`src/rtl/morse_decoder.sv`:
```
// Morse receiver: times mark/space lengths on a synchronised key line, packs
// dots/dashes into a 2-bit-per-element code and maps it back to lowercase ASCII.
module morse_decoder #(
   parameter int UNIT_CYCLES = 5000000,
   parameter int DATA_WIDTH  = 16
) (
   input  logic                  clk,
   input  logic                  rst_n,
   input  logic                  key_in,
   output logic [7:0]            ascii_out,
   output logic [DATA_WIDTH-1:0] code_out,
   output logic                  valid,
   output logic                  err
);

   localparam int PW = $clog2(UNIT_CYCLES);

   typedef enum logic [1:0] {IDLE, MARK, SPACE, GAP} state_t;

   state_t                state_q;
   logic                  meta_q, key_s_q, key_prev_q;
   logic [PW-1:0]         pre_q;
   logic [2:0]            units_q;
   logic [DATA_WIDTH-1:0] sr_q;
   logic [3:0]            n_q;
   logic                  ovf_q;
   logic [7:0]            ascii_q;
   logic [DATA_WIDTH-1:0] code_q;
   logic                  valid_q, err_q;

   logic                  key_edge, key_rise, key_fall, tick, is_dash, lut_hit;
   logic [DATA_WIDTH-1:0] sr_d;
   logic [7:0]            lut_char;

   assign key_edge = key_s_q ^ key_prev_q;
   assign key_rise = key_s_q & ~key_prev_q;
   assign key_fall = ~key_s_q & key_prev_q;
   assign tick     = (pre_q == PW'(UNIT_CYCLES - 1));

   // A tick landing on the falling edge still counts toward the mark length,
   // so a mark of exactly k units classifies as k units.
   assign is_dash  = (units_q >= 3'd2) || ((units_q == 3'd1) && tick);
   assign sr_d     = sr_q | ({1'b1, is_dash, {(DATA_WIDTH-2){1'b0}}} >> {n_q, 1'b0});

   always_comb begin
      lut_char = 8'h3F;
      case (sr_q)
         16'hB000: lut_char = 8'h61;  16'hEA00: lut_char = 8'h62;
         16'hEE00: lut_char = 8'h63;  16'hE800: lut_char = 8'h64;
         16'h8000: lut_char = 8'h65;  16'hAE00: lut_char = 8'h66;
         16'hF800: lut_char = 8'h67;  16'hAA00: lut_char = 8'h68;
         16'hA000: lut_char = 8'h69;  16'hBF00: lut_char = 8'h6A;
         16'hEC00: lut_char = 8'h6B;  16'hBA00: lut_char = 8'h6C;
         16'hF000: lut_char = 8'h6D;  16'hE000: lut_char = 8'h6E;
         16'hFC00: lut_char = 8'h6F;  16'hBE00: lut_char = 8'h70;
         16'hFB00: lut_char = 8'h71;  16'hB800: lut_char = 8'h72;
         16'hA800: lut_char = 8'h73;  16'hC000: lut_char = 8'h74;
         16'hAC00: lut_char = 8'h75;  16'hAB00: lut_char = 8'h76;
         16'hBC00: lut_char = 8'h77;  16'hEB00: lut_char = 8'h78;
         16'hEF00: lut_char = 8'h79;  16'hFA00: lut_char = 8'h7A;
         16'hFFC0: lut_char = 8'h30;  16'hBFC0: lut_char = 8'h31;
         16'hAFC0: lut_char = 8'h32;  16'hABC0: lut_char = 8'h33;
         16'hAAC0: lut_char = 8'h34;  16'hAA80: lut_char = 8'h35;
         16'hEA80: lut_char = 8'h36;  16'hFA80: lut_char = 8'h37;
         16'hFE80: lut_char = 8'h38;  16'hFF80: lut_char = 8'h39;
         default:  lut_char = 8'h3F;
      endcase
   end

   assign lut_hit = (lut_char != 8'h3F);

   always_ff @(posedge clk or negedge rst_n) begin
      if (!rst_n) begin
         state_q    <= IDLE;
         meta_q     <= 1'b0;
         key_s_q    <= 1'b0;
         key_prev_q <= 1'b0;
         pre_q      <= '0;
         units_q    <= '0;
         sr_q       <= '0;
         n_q        <= '0;
         ovf_q      <= 1'b0;
         ascii_q    <= '0;
         code_q     <= '0;
         valid_q    <= 1'b0;
         err_q      <= 1'b0;
      end else begin
         meta_q     <= key_in;
         key_s_q    <= meta_q;
         key_prev_q <= key_s_q;
         valid_q    <= 1'b0;
         err_q      <= 1'b0;

         if (state_q == IDLE || key_edge) begin
            pre_q   <= '0;
            units_q <= '0;
         end else begin
            pre_q <= tick ? '0 : pre_q + PW'(1);
            if (tick && units_q != 3'd7)
               units_q <= units_q + 3'd1;
         end

         // Edges are checked before tick-driven emission so an edge wins a tie.
         case (state_q)
            IDLE: if (key_rise) state_q <= MARK;
            MARK: if (key_fall) begin
               if (n_q == 4'd8) begin
                  ovf_q <= 1'b1;
               end else begin
                  sr_q <= sr_d;
                  n_q  <= n_q + 4'd1;
               end
               state_q <= SPACE;
            end
            SPACE: begin
               if (key_rise) begin
                  state_q <= MARK;
               end else if (tick && units_q == 3'd1) begin
                  code_q  <= sr_q;
                  ascii_q <= ovf_q ? 8'h3F : lut_char;
                  err_q   <= ovf_q | ~lut_hit;
                  valid_q <= 1'b1;
                  sr_q    <= '0;
                  n_q     <= '0;
                  ovf_q   <= 1'b0;
                  state_q <= GAP;
               end
            end
            GAP: begin
               if (key_rise) begin
                  state_q <= MARK;
               end else if (tick && units_q == 3'd4) begin
                  code_q  <= '0;
                  ascii_q <= 8'h20;
                  valid_q <= 1'b1;
                  state_q <= IDLE;
               end
            end
            default: state_q <= IDLE;
         endcase
      end
   end

   assign ascii_out = ascii_q;
   assign code_out  = code_q;
   assign valid     = valid_q;
   assign err       = err_q;

endmodule

```
`config.mk`:
```
export PLATFORM = sky130hd
export DESIGN_NAME = morse_decoder
export DESIGN_NICKNAME = d
export VERILOG_FILES = /design/src/rtl/morse_decoder.sv
export SDC_FILE = /design/constraint.sdc
export NUM_CORES = 1
export LEC_CHECK = 0
export CORE_UTILIZATION = 45
export CTS_BUF_LIST = sky130_fd_sc_hd__clkbuf_8
export DETAILED_ROUTE_END_ITERATION = 10
export DONT_BUFFER_PORTS = 1
export PLACE_DENSITY = 0.66
export SETUP_SLACK_MARGIN = 0.5
export SYNTH_ARGS = -nofsm -noshare
export SYNTH_HDL_FRONTEND = slang
export SYNTH_SLANG_ARGS = --single-unit
```
`constraint.sdc`:
```
create_clock -name clk -period 3.39 [get_ports clk]
set_input_delay 0.678 -clock clk [delete_from_list [all_inputs] [get_ports clk]]
set_output_delay 0.678 -clock clk [all_outputs]
set_load 0.03 [all_outputs]
```
Word level (Yosys, flattened, before mapping)
Cells that the tools add are included.

storage, ports and cells
  bits in registers = 78
  input port bits = 3
  output and inout bits = 26
  logic and storage cells = 140

operators by class
  $add $sub $neg = 3
  $lt $le $gt $ge = 1
  eq/ne operators = 55
  shift operators = 1
  muxes and demuxes = 46
  bitwise gates (word level) = 8
  reductions and logical operators = 13

operators by type and width
  kind                                                             number
  16-bit == test, second input constant                            36
  7-bit one-hot mux with 36 select lines                           1
  16-bit two-way mux                                               8
  16-bit one-hot mux with 2 select lines                           2
  23-bit two-way mux                                               2
  8-bit two-way mux                                                5
  23-bit by 1-bit adder with 23-bit output, second input constant  1
  23-bit == test, second input constant                            1
  4-bit two-way mux                                                4
  2-bit != test, second input constant                             8
  16-bit OR                                                        1
  8-bit one-hot mux with 2 select lines                            1
  16-bit by 5-bit >> shifter with 16-bit output                    1
  5-bit AND reduction                                              3
  2-bit two-way mux                                                6
  1-bit two-way mux                                                11
  3-bit != test, second input constant                             3
  8-bit by 6-bit != test with 1-bit output, second input constant  1
  2-bit one-hot mux with 4 select lines                            1
  4-bit one-hot mux with 2 select lines                            1
  3-bit two-way mux                                                2
  2-bit nonzero test                                               3
  4-bit by 1-bit adder with 4-bit output, second input constant    1
  2-bit == test, second input constant                             2
  15 further kinds                                                 22

Longest topological paths before layout
  depth in word-level cells = 8
  mapped depth = 10
  gate-level depth less buffers = 9

Worst setup path before layout
OpenSTA, ideal clock, no wires.

  kind = flip-flop to flip-flop
  start = register pre_q[16]
  end = register n_q[0]
  library setup time = 125 ps
  data arrival time = 2128 ps
  required time = 3265 ps
  path slack = 1137 ps
  cell stages (with the launch flop) = 8
  path buffers = 0
  clock period less this slack = 2253 ps
  cell sequence = dfrtp_1 -> or4b_4 -> nor4_4 -> nand4b_2 -> nor2_4 -> a21oi_2 -> or2_4 -> mux2_4

on the way
  cells in the longest elaborated chain, start to end = 4

RTL lines
  element                               line  RTL
  start, declared                       22    logic [PW-1:0] pre_q;
  start signal, assigned                98    pre_q <= tick ? '0 : pre_q + PW'(1);
  23-bit == test                        38    assign tick = (pre_q == PW'(UNIT_CYCLES - 1));
  1-bit logical AND                     118   end else if (tick && units_q == 3'd1) begin
  2-bit != test (no source line)        -
  5-bit AND reduction (no source line)  -
  end signal, assigned                  111   n_q <= n_q + 4'd1;
  end, declared                         25    logic [3:0] n_q;

No other way between the ends.
A chain may end at the register's enable or synchronous reset.

Worst setup path in the final report
  start = register sr_q[12]
  end = register ascii_q[2], in the netlist ascii_out[2]

on the way
  cells in the longest elaborated chain, start to end = 6
  elaborated cells on any way between the ends = 41
  those cells by class = 36 x eq/ne; 5 x mux

RTL lines
  element                                     line  RTL
  start, declared                             24    logic [DATA_WIDTH-1:0] sr_q;
  start signal, assigned                      110   sr_q <= sr_d;
  16-bit == test                              47    case (sr_q)
  7-bit one-hot mux with 36 select lines (*)  47
  8-bit two-way mux (*)                       120   ascii_q <= ovf_q ? 8'h3F : lut_char;
  8-bit two-way mux (*)                       118
  8-bit two-way mux (*)                       116   if (key_rise) begin
  8-bit one-hot mux with 2 select lines (*)   104   case (state_q)
  end signal, assigned                        120
  end, declared                               27    logic [7:0] ascii_q;

Mark *: on every way between the ends. The rest lies on a longest branch, timed or not. The select of a mux whose other input is x is not followed.

==> impl_metrics.ini <==
[route]
drt.antenna.violating_nets = 0
drtIter0Drc = 253
viasPerCell = 5.94
drcViolationCount = 0
routed_wl_um = 9780
wire_per_inst_um = 17.2
drt_pre_antenna_iters = 4
num_vias = 3370

[clock_tree]
ctsResizeCount = 0
cts_root_buf = clkbuf_8
path_clk_slew_ps = 80
cts_buffers = 9
clk_path_buf_depth = 2
post-cts-setup-buffers = 0
clock-sinks = 77
clock_latency_ps = 350
cts-hold-fix-buffers = 0
htree_levels = 3
cts_tree = built

[run_status]
status = completed

[synthesis]
syn_area_per_cell_um2 = 9.62
yosys.area.top_type = dfrtp_1
synth.distinct_cells = 67
synthArstFlopShare_pct = 100
synth_top_area_share_pct = 45.0
synth_area_um2 = 4280
syn_nets = 461
yosys_warnings = 0
synthCells = 445
ys.flop_type = dfrtp_1
synth-seq-cells = 77
ys_seq_area_share_pct = 45.0
synth_edf_count = 0
synth_area_leaders = dfrtp_1 (45%), nor2_1 (5.2%), a22o_1 (4.7%)

[grt]
grt_pass1_wl_um = 16300
grt_antenna_before_repair = 0
grt_pass1_vias = 3331
grt_remaining_overflow = 0
grt_max_degree = 78
grt_usage_pct = 20.7

[critical_path]
cp.arrival_ps = 2880
cp-end-kind = flop
r2r_cells = 7
critPathRequiredTime_ps = 3620
crit_fanout = 26
critPathLaunchType = flop
crit_type = reg2reg

[placed_design]
place_ws_ps = 776
port_buffers = 0
gp_congestion = 0.890
dp_hpwl_um = 6490

[timing]
finalCritPeriodShare_pct = 77.9
fmax_mhz = 379
finClkSkew_ps = 11.1
max_slew.worst_pin.slew_ps = 955
fin_setup_tns_ps = 0
whs_ps = 13.5
hold_viol_final = 0
slew_violations = 0
rsz0062_at_grt = no
setup_viol = 0
relSlewSlack_pct = 36.3
setup_ws_ps = 749
fin_crit_ps = 2640

[layout]
final_common_cell = dfrtp_1
fillers = 840
antenna_cells = 0
mostFrequentLayoutCells = dfrtp_1 (77), nor2_1 (59), nand2_1 (27)
drive_above_1_share_pct = 6.85
area_delta_synth_final_pct = 8.39
fin_nets = 449

[floorplan]
die_w_um = 99.5
fp.dieH_um = 99.5
ioPinCount = 29
initial_utilization_pct = 46.3
dieArea_um2 = 9910
coreArea_um2 = 9240
std_cell_rows = 35

[power]
power.leakage_uw = 0.00204
powerDensity_nw_per_um2 = 598
ir_drop_uv = 317

[job]
drv_cap = 0

[worst_hold_path]
min_path_type = in2async
## cell families after synthesis
family,share of synthesized area [%]
flip-flops,45.0
multiplexers,1.05
adder cells (fa/ha/maj),3.80
buffers and inverters,4.06
other,0.0876
AND/OR/NAND/NOR,24.6
XOR/XNOR,5.12
AO/OA/AOI/OAI,16.2
## registers in the layout, indices dropped and copies added (netlist names)
register / count
key_prev_q: 1
n_q: 4
meta_q: 1
pre_q: 23
code_out: 16
ovf_q: 1
key_s_q: 1
state_q: 2
units_q: 3
ascii_out: 7
sr_q: 16
valid: 1
err: 1
## per-layer routing
layer	wire length, um	share of wire (%)	vias to the layer above	track usage (%)
met2	4760	49	115	33.9
met3	485	5.0	20	3.44
met4	234	2.4	0	8.37
met5	0	0	-	0
li1	-	-	1598	-
met1	4300	44	1637	27.4
## layout make-up
cell class	count	area, um2	area share, %
tap	129	161	3.48
timing repair buffer	6	52.6	1.13
clock buffer	9	124	2.67
clock inverter	7	146	3.16
sequential	77	1930	41.5
multi-input combinational	326	2180	47.0
inverter	13	48.8	1.05
## cell usage after synthesis (4+ instances only)
| library cell | number |
|---|---|
| dfrtp_1 | 77 |
| nor2_1 | 59 |
| nand2_1 | 27 |
| a22o_1 | 23 |
| clkbuf_1 | 16 |
| a21oi_1 | 15 |
| nand3_1 | 15 |
| ha_1 | 13 |
| inv_1 | 13 |
| xnor2_1 | 13 |
| xor2_1 | 12 |
| nor3_1 | 11 |
| o21ai_0 | 11 |
| buf_2 | 10 |
| nor4_1 | 10 |
| and3_1 | 7 |
| nand2b_1 | 7 |
| nand4_1 | 7 |
| nand3b_1 | 5 |
| nor4b_1 | 5 |
| o31ai_1 | 5 |
| a32o_1 | 4 |
| and2_1 | 4 |
| and4_1 | 4 |
| nand4b_1 | 4 |
| nor2b_1 | 4 |
## through the flow
stage	cell area, um2	util, %	cells	total power, uW
final	4640	50.2	567	2770
after detailed placement	4340	47.0	548	1850
after global placement	4340	47.0	548	1840
after floorplan	4280	-	445	1680
after global routing	4640	50.2	567	2940
after CTS	4610	49.9	564	2770
## worst max-delay path: stages, from the launching register on
cell and delay, ps:
dfrtp_1 680, or3_1 480, a2111oi_0 550, nor4_1 130
o211a_1 170, a21oi_2 180, nor3_1 90, a211o_1 230
## report_power, final
group	switching (uW)	leakage, uW	total [uW]	internal (uW)
clock network	349	0.000134	917	568
registers	194	0.00105	1190	992
logic	405	0.000855	671	266
## path summary, 6_finish.rpt
path	start	to	slack, ps
hold reg to reg	meta_q	key_s_q	360
hold / removal	rst_n	code_out[10]	10
setup reg to reg	sr_q[12]	ascii_out[2]	750
setup / recovery	sr_q[12]	ascii_out[2]	750
max in group asynchronous	rst_n	sr_q[4]	2400
min in group clk	key_in	meta_q	350
(Power assumes the default switching activity.)
